<file path="config.mk">
export PLATFORM = sky130hd
export DESIGN_NAME = inst_mem_ctrl
export DESIGN_NICKNAME = d
export VERILOG_FILES = /design/src/rtl/inst_mem_ctrl.sv
export SDC_FILE = /design/constraint.sdc
export NUM_CORES = 1
export LEC_CHECK = 0
export CAP_MARGIN = 10
export CELL_PAD_IN_SITES_DETAIL_PLACEMENT = 1
export CELL_PAD_IN_SITES_GLOBAL_PLACEMENT = 1
export CORE_AREA = 2 2 113 159
export DETAILED_ROUTE_END_ITERATION = 10
export DIE_AREA = 0 0 115 161
export GPL_TIMING_DRIVEN = 0
export PLACE_DENSITY = 0.9
export SKIP_CTS_REPAIR_TIMING = 1
export SYNTH_ARGS = -nofsm -noshare
export SYNTH_HDL_FRONTEND = slang
export SYNTH_SLANG_ARGS = --single-unit
</file>
<file path="constraint.sdc">
create_clock -name CLK -period 3.4 [get_ports CLK]
set_input_delay 0.68 -clock CLK [delete_from_list [all_inputs] [get_ports CLK]]
set_output_delay 0.68 -clock CLK [all_outputs]
set_load 0.05 [all_outputs]
</file>
<file path="src/rtl/inst_mem_ctrl.sv">
// Instruction memory controller: loads a length-prefixed byte stream into BRAM,
// then serves pipelined instruction fetches from it.
module inst_mem_ctrl #(
    parameter int INST_MEM_WIDTH = 15
) (
    input  logic                      CLK,
    input  logic                      reset,
    input  logic [7:0]                rx_data,
    input  logic                      rx_valid,
    input  logic [INST_MEM_WIDTH-1:0] pc,
    input  logic                      fetch_req,
    output logic [31:0]               inst,
    output logic                      inst_valid,
    output logic                      load_done,
    output logic [INST_MEM_WIDTH-1:0] mem_addr,
    output logic [31:0]               mem_din,
    output logic                      mem_we,
    output logic                      mem_en,
    input  logic [31:0]               mem_dout
);

    typedef enum logic [1:0] {
        HDR  = 2'd0,
        DATA = 2'd1,
        RUN  = 2'd2
    } state_e;

    localparam logic [32:0] DEPTH = 33'd1 << INST_MEM_WIDTH;

    state_e      state_q, state_d;
    logic [1:0]  byte_cnt_q, byte_cnt_d;
    logic [31:0] asm_q, asm_d;
    logic [31:0] n_q, n_d;
    logic [31:0] idx_q, idx_d;
    logic [31:0] wdata_q, wdata_d;
    logic        wr_q, wr_d;
    logic        fetch_q, fetch_d;

    logic        byte_in;
    logic [31:0] asm_next;
    logic        in_range;

    always_ff @(posedge CLK or negedge reset) begin
        if (!reset) begin
            state_q    <= HDR;
            byte_cnt_q <= 2'd0;
            asm_q      <= 32'd0;
            n_q        <= 32'd0;
            idx_q      <= 32'd0;
            wdata_q    <= 32'd0;
            wr_q       <= 1'b0;
            fetch_q    <= 1'b0;
        end else begin
            state_q    <= state_d;
            byte_cnt_q <= byte_cnt_d;
            asm_q      <= asm_d;
            n_q        <= n_d;
            idx_q      <= idx_d;
            wdata_q    <= wdata_d;
            wr_q       <= wr_d;
            fetch_q    <= fetch_d;
        end
    end

    // The write is issued the cycle after a word completes, from its own data
    // register, so the assembler stays free to take the next byte at full rate.
    always_comb begin
        byte_in    = rx_valid && (state_q != RUN);
        asm_next   = {asm_q[23:0], rx_data};
        in_range   = ({1'b0, idx_q} < DEPTH);
        state_d    = state_q;
        byte_cnt_d = byte_cnt_q;
        asm_d      = asm_q;
        n_d        = n_q;
        idx_d      = idx_q;
        wdata_d    = wdata_q;
        wr_d       = 1'b0;
        fetch_d    = (state_q == RUN) && fetch_req;

        if (byte_in) begin
            asm_d      = asm_next;
            byte_cnt_d = byte_cnt_q + 2'd1;
        end

        case (state_q)
            HDR: begin
                if (byte_in && byte_cnt_q == 2'd3) begin
                    n_d     = asm_next;
                    idx_d   = 32'd0;
                    state_d = (asm_next == 32'd0) ? RUN : DATA;
                end
            end
            DATA: begin
                if (byte_in && byte_cnt_q == 2'd3) begin
                    wr_d    = 1'b1;
                    wdata_d = asm_next;
                end
                if (wr_q) begin
                    idx_d = idx_q + 32'd1;
                    if (idx_q + 32'd1 == n_q) begin
                        state_d = RUN;
                    end
                end
            end
            RUN: begin
            end
            default: state_d = HDR;
        endcase
    end

    // Memory port is shared: loader owns it until RUN, then the fetch path.
    always_comb begin
        load_done  = (state_q == RUN);
        inst       = mem_dout;
        inst_valid = fetch_q;
        mem_din    = wdata_q;
        if (state_q == RUN) begin
            mem_addr = pc;
            mem_en   = fetch_req;
            mem_we   = 1'b0;
        end else begin
            mem_addr = idx_q[INST_MEM_WIDTH-1:0];
            mem_we   = wr_q && in_range;
            mem_en   = wr_q && in_range;
        end
    end

endmodule

</file>
==> results of run 1 <==
per-stage QoR:
stage | instances | TNS [ps] | utilization | setup slack (ps)
final | 982 | 0 | 0.515 | 56.5
after global routing | 982 | 0 | 0.515 | 13.0
after CTS | 983 | -5380 | 0.511 | -375
after detailed placement | 951 | -110 | 0.476 | -72.0
after global placement | 950 | -420940 | 0.474 | -3350
after floorplan | 635 | 0 | - | 527
cell type report:
class | count | area, um^2
Clock inverter | 14 | 171
Inverter | 9 | 33.8
Timing Repair Buffer | 111 | 1160
Tap cell | 206 | 258
Clock buffer | 18 | 429
Buffer | 68 | 392
Multi-Input combinational cell | 430 | 3220
Fill cell | 1832 | 8300
Sequential cell | 126 | 3150
cells by family after synthesis:
family | Yosys count | share of synthesized area
AND/OR/NAND/NOR | 186 | 0.157
flip-flops | 126 | 0.466
adder cells (fa/ha/maj) | 2 | 0.00370
XOR/XNOR | 39 | 0.0505
buffers and inverters | 79 | 0.0633
multiplexers | 102 | 0.170
AO/OA/AOI/OAI | 101 | 0.0903
worst max-delay path, delay by kind of cell, from the launching register on:
| kind | cells | cell delay [ps] |
|---|---|---|
| flops | 1 | 430 |
| compound gates | 1 | 70 |
| simple gates | 2 | 420 |
| buf+inv | 3 | 1310 |
where the power goes:
| group | internal (W) | total (W) | switching [W] |
|---|---|---|---|
| Clock | 0.00111 | 0.00189 | 0.000779 |
| Sequential | 0.00197 | 0.00247 | 0.000498 |
| Combinational | 0.00131 | 0.00338 | 0.00207 |
| Total | 0.00439 | 0.00774 | 0.00335 |
registers in the layout, indices dropped and copies added (netlist names):
signal,cells
asm_q,24
byte_cnt_q,2
idx_q,32
inst_valid,1
mem_din,32
n_q,32
state_q,2
wr_q,1
final timing paths:
kind	startpoint	endpoint	cells after the start
setup / recovery	state_q[1]$_DFFE_PN0P_	mem_addr[6]	6
hold / removal	reset	mem_din[6]$_DFFE_PN0P_	1
setup reg to reg	idx_q[1]$_DFFE_PN0P_	state_q[0]$_DFFE_PN0P_	9
hold reg to reg	mem_din[3]$_DFFE_PN0P_	mem_din[3]$_DFFE_PN0P_	1
max in group asynchronous	reset	mem_din[10]$_DFFE_PN0P_	2
min in group CLK	mem_din[3]$_DFFE_PN0P_	mem_din[3]$_DFFE_PN0P_	1
layer usage:
metal	vias up	wire [um]	track usage
li1	2548	-	-
met1	3032	8670	0.294
met2	315	12300	0.453
met3	101	1360	0.0507
met4	0	1450	0.162
met5	-	0	0
placed cells by master, fill, tap and decap left out, types with 10 or more instances in the layout:
cell type / Yosys / routed
clkdlybuf4s50_1: 0 / 93
and4_1: 11 / 11
clkbuf_16: 0 / 17
nand3_1: 20 / 20
buf_4: 33 / 33
xnor2_1: 21 / 21
nor2_1: 33 / 32
a21oi_1: 13 / 13
mux2_2: 101 / 101
and3_1: 10 / 10
dfrtp_1: 126 / 125
nand4_1: 17 / 17
nand2_1: 34 / 34
o21ai_0: 47 / 47
clkbuf_1: 30 / 27
dlymetal6s2s_1: 0 / 15
nor4_1: 19 / 17
xor2_1: 18 / 18
nor3_1: 11 / 11
==> flow_summary.ini, run 1 <==
[run_status]
status = completed

[logic_synthesis]
synthTopCellsByCount = 126 x dfrtp_1, 101 x mux2_2, 47 x o21ai_0, 34 x nand2_1
synth.avg_cell_area_um2 = 10.7
syn_inst = 635
synth_nets = 696
ys_types = 54
yosysSeqAreaShare = 0.466
ys_warn_count = 0
synthFlopType = dfrtp_1
netlist_area_mm2 = 0.00677
synth-async-reset-ratio = 1.00
synth_top_cell_area_share = 0.466
synth-edff-count = 0
ys_seq_elements = 126
synth.most_common_cell = dfrtp_1
synth_top_area_cell = dfrtp_1
synthTopCellsByArea = dfrtp_1 47%, mux2_2 17%, buf_4 3.7%, o21ai_0 3.5%, xnor2_1 2.7%

[placement]
gp_congestion = 0.909
placed_area_mm2 = 0.00814
port_buffers = 109
post-dp-hpwl_um = 15800

[setup_path]
cp_data_arrival_time_ps = 2660
worst_ep_required_time_ps = 2720
slowest_delay_ps = 820
cp_cell_sequence = inv_1, nor2_2, clkbuf_2, nand2_1, o21ai_0, clkdlybuf4s50_1
cp_slowest_cell = clkdlybuf4s50_1
cp_max_fo = 10
ff2ff_setup_slack_ps = 170
crit_path_start_kind = flip-flop
end_kind = output pin
setup.worst_path.class = flip-flop to output pin

[grt]
track_usage = 0.262
grt_pass1_wl_um = 36900
grt_antenna_before_repair = 0
grt_start_max_net_pins = 100
first_global_vias = 6452
grt_overflow = 0

[cts]
path_clk_slew_ps = 60
cts_root_buf = clkbuf_16
clk_path_buf_depth = 2
cts_num_sinks = 126
tritoncts = yes
insertion_delay_ps = 430
cts_buffers = 17
h-tree-depth = 4

[layout]
layout-drive-gt1-share = 0.244
syn2layout_area_growth_pct = 30.4
antenna_cells = 0
nets = 824
final_area_mm2 = 0.00882

[die]
dieWidth_um = 115
io_pins = 142
coreArea_mm2 = 0.0171
die_area_mm2 = 0.0185
placementRows = 57
initial_core_util = 0.395
fp.dieH_um = 161

[route]
drc = 0
wl_per_cell_um = 24.3
first_pass_iters = 5
wl_um = 23800
viasPerCell = 6.11
num_vias = 5996
drt_iter0_drc = 443
antenna_left = 0

[sta]
finalCritPeriodShare = 0.983
setup_violations = 0
rsz0062_at_grt = no
drv_slew = 0
finalHoldViolCount = 0
hold_slack_ps = 120
min_period_ps = 3340
max_freq_ghz = 0.299
worst_clock_skew_ps = 8.55
slew_headroom = 0.296
worst_pin_slew_ps = 1050

[power_and_ir_drop]
power.density_mw_per_mm2 = 877
p_leak_nw = 4.01
vdd_drop_max_v = 0.000639
fin_total_pwr_w = 0.00774

[run]
cap_violations = 0

[hold_path]
holdCritPathClass = input pin to asynchronous set/reset pin
Note: power is estimated with default switching activity, not from simulation.
==> run 2: changes to the inputs <==
- CAP_MARGIN: 10 -> not set
==> flow_summary.ini, run 2 (same netlist as run 1, synthesis figures left out) <==
[die]
coreArea_mm2 = 0.0171
die_area_mm2 = 0.0185
io_pins = 142
fp.dieH_um = 161
dieWidth_um = 115
initial_core_util = 0.395
placementRows = 57

[grt]
track_usage = 0.262
grt_overflow = 0
grt_pass1_wl_um = 36900
grt_antenna_before_repair = 0
grt_start_max_net_pins = 100
first_global_vias = 6452

[sta]
finalHoldViolCount = 0
fin_tns_setup_ps = 0
worst_clock_skew_ps = 6.82
finalCritPeriodShare = 0.981
drv_slew = 0
min_period_ps = 3340
worst_pin_slew_ps = 1060
rsz0062_at_grt = no
setup_violations = 0
slew_headroom = 0.286
layout_setup_ws_ps = 63.2
max_freq_ghz = 0.300

[cts]
clk_path_buf_depth = 2
cts_root_buf = clkbuf_16
h-tree-depth = 4
cts_num_sinks = 126
cts_buffers = 17
insertion_delay_ps = 430
path_clk_slew_ps = 60
tritoncts = yes

[placement]
post-dp-hpwl_um = 15800
port_buffers = 109
gp_congestion = 0.909
dp.cells = 951
dp_slack_ps = -72.0

[layout]
final_cell_mix = 125 x dfrtp_1, 101 x mux2_2, 93 x clkdlybuf4s50_1
syn2layout_area_growth_pct = 30.4
stdcell_count = 981
antenna_cells = 0
final_common_cell = dfrtp_1
nets = 823
layout-drive-gt1-share = 0.244

[setup_path]
critPathBufInv = 3
cp_max_fo = 10
slowest_delay_ps = 820
cp_slowest_cell = clkdlybuf4s50_1
crit_path_start_kind = flip-flop
ff2ff_setup_slack_ps = 170
worst_ep_required_time_ps = 2720
cp_cell_sequence = inv_1, nor2_2, clkbuf_2, nand2_1, o21ai_0, clkdlybuf4s50_1
cp_data_arrival_time_ps = 2660
setup.worst_path.class = flip-flop to output pin
end_kind = output pin
critical_path.top_delay_family = buffers and inverters

[route]
antenna_left = 0
first_pass_iters = 5
drc = 0
wl_per_cell_um = 24.0
drt_iter0_drc = 404
viasPerCell = 6.04
wl_um = 23500
num_vias = 5927

[power_and_ir_drop]
power_frac_comb = 0.435
p_leak_nw = 4.00
p_switching_w = 0.00333
internal_power_w = 0.00439
vdd_drop_max_v = 0.000633
p_clk_frac = 0.245
power.density_mw_per_mm2 = 875
power_switching_share = 0.431
seq_power_share = 0.320

[run]
cap_violations = 0

[hold_path]
holdCritPathClass = input pin to asynchronous set/reset pin

[run_status]
status = completed
[run 2: layout make-up]
type / instances / area, um^2
fillers: 1823 / 8290
multi-input cells: 430 / 3230
flip-flops and latches: 126 / 3150
repair buffers: 110 / 1160
clock buffers: 18 / 429
plain buffers: 68 / 392
well taps: 206 / 258
clock inverters: 14 / 171
inverters: 9 / 33.8
[run 2: power by group through the flow]
stage               Sequential (W)  Clock (W)  Combinational [W]
floorplan                  0.00296          0            0.00156
global placement           0.00239          0            0.00312
detailed placement         0.00243          0            0.00323
CTS                        0.00244    0.00190            0.00334
global route               0.00252    0.00195            0.00353
finish                     0.00247    0.00189            0.00336
[run 2: worst paths after layout]
kind                                   startpoint                endpoint  cells past startpoint
max                        state_q[1]$_DFFE_PN0P_             mem_addr[6]                      6
min                                         reset  mem_din[6]$_DFFE_PN0P_                      1
max reg2reg                  idx_q[1]$_DFFE_PN0P_  state_q[0]$_DFFE_PN0P_                      9
min reg2reg                mem_din[3]$_DFFE_PN0P_  mem_din[3]$_DFFE_PN0P_                      1
max in group asynchronous                   reset   idx_q[29]$_DFFE_PN0P_                      2
min in group CLK           mem_din[3]$_DFFE_PN0P_  mem_din[3]$_DFFE_PN0P_                      1
[run 2: per-layer routing]
metal / track usage / vias up / wire (um)
li1: - / 2547 / -
met5: 0 / - / 0
met2: 0.453 / 308 / 12300
met3: 0.0507 / 88 / 1410
met1: 0.294 / 2984 / 8530
met4: 0.162 / 0 / 1360
[run 2: through the flow]
| stage | hold WS, ps | util | power (W) | cell area [um^2] |
|---|---|---|---|---|
| final | 118 | 0.515 | 0.00772 | 8820 |
| after global routing | 140 | 0.515 | 0.00800 | 8820 |
| after CTS | 132 | 0.511 | 0.00768 | 8740 |
| after detailed placement | 493 | 0.476 | 0.00566 | 8140 |
| after global placement | 482 | 0.474 | 0.00551 | 8110 |
| after floorplan | 384 | - | 0.00452 | 6770 |
[run 2: worst register-to-register path, delay by kind of cell, from the launching register on]
| family | cells | cell delay, ps |
|---|---|---|
| buf+inv | 1 | 310 |
| xor+xnor | 1 | 230 |
| flops | 1 | 510 |
| simple gates | 5 | 1680 |
| compound gates | 1 | 120 |
| fa+ha+maj | 1 | 240 |
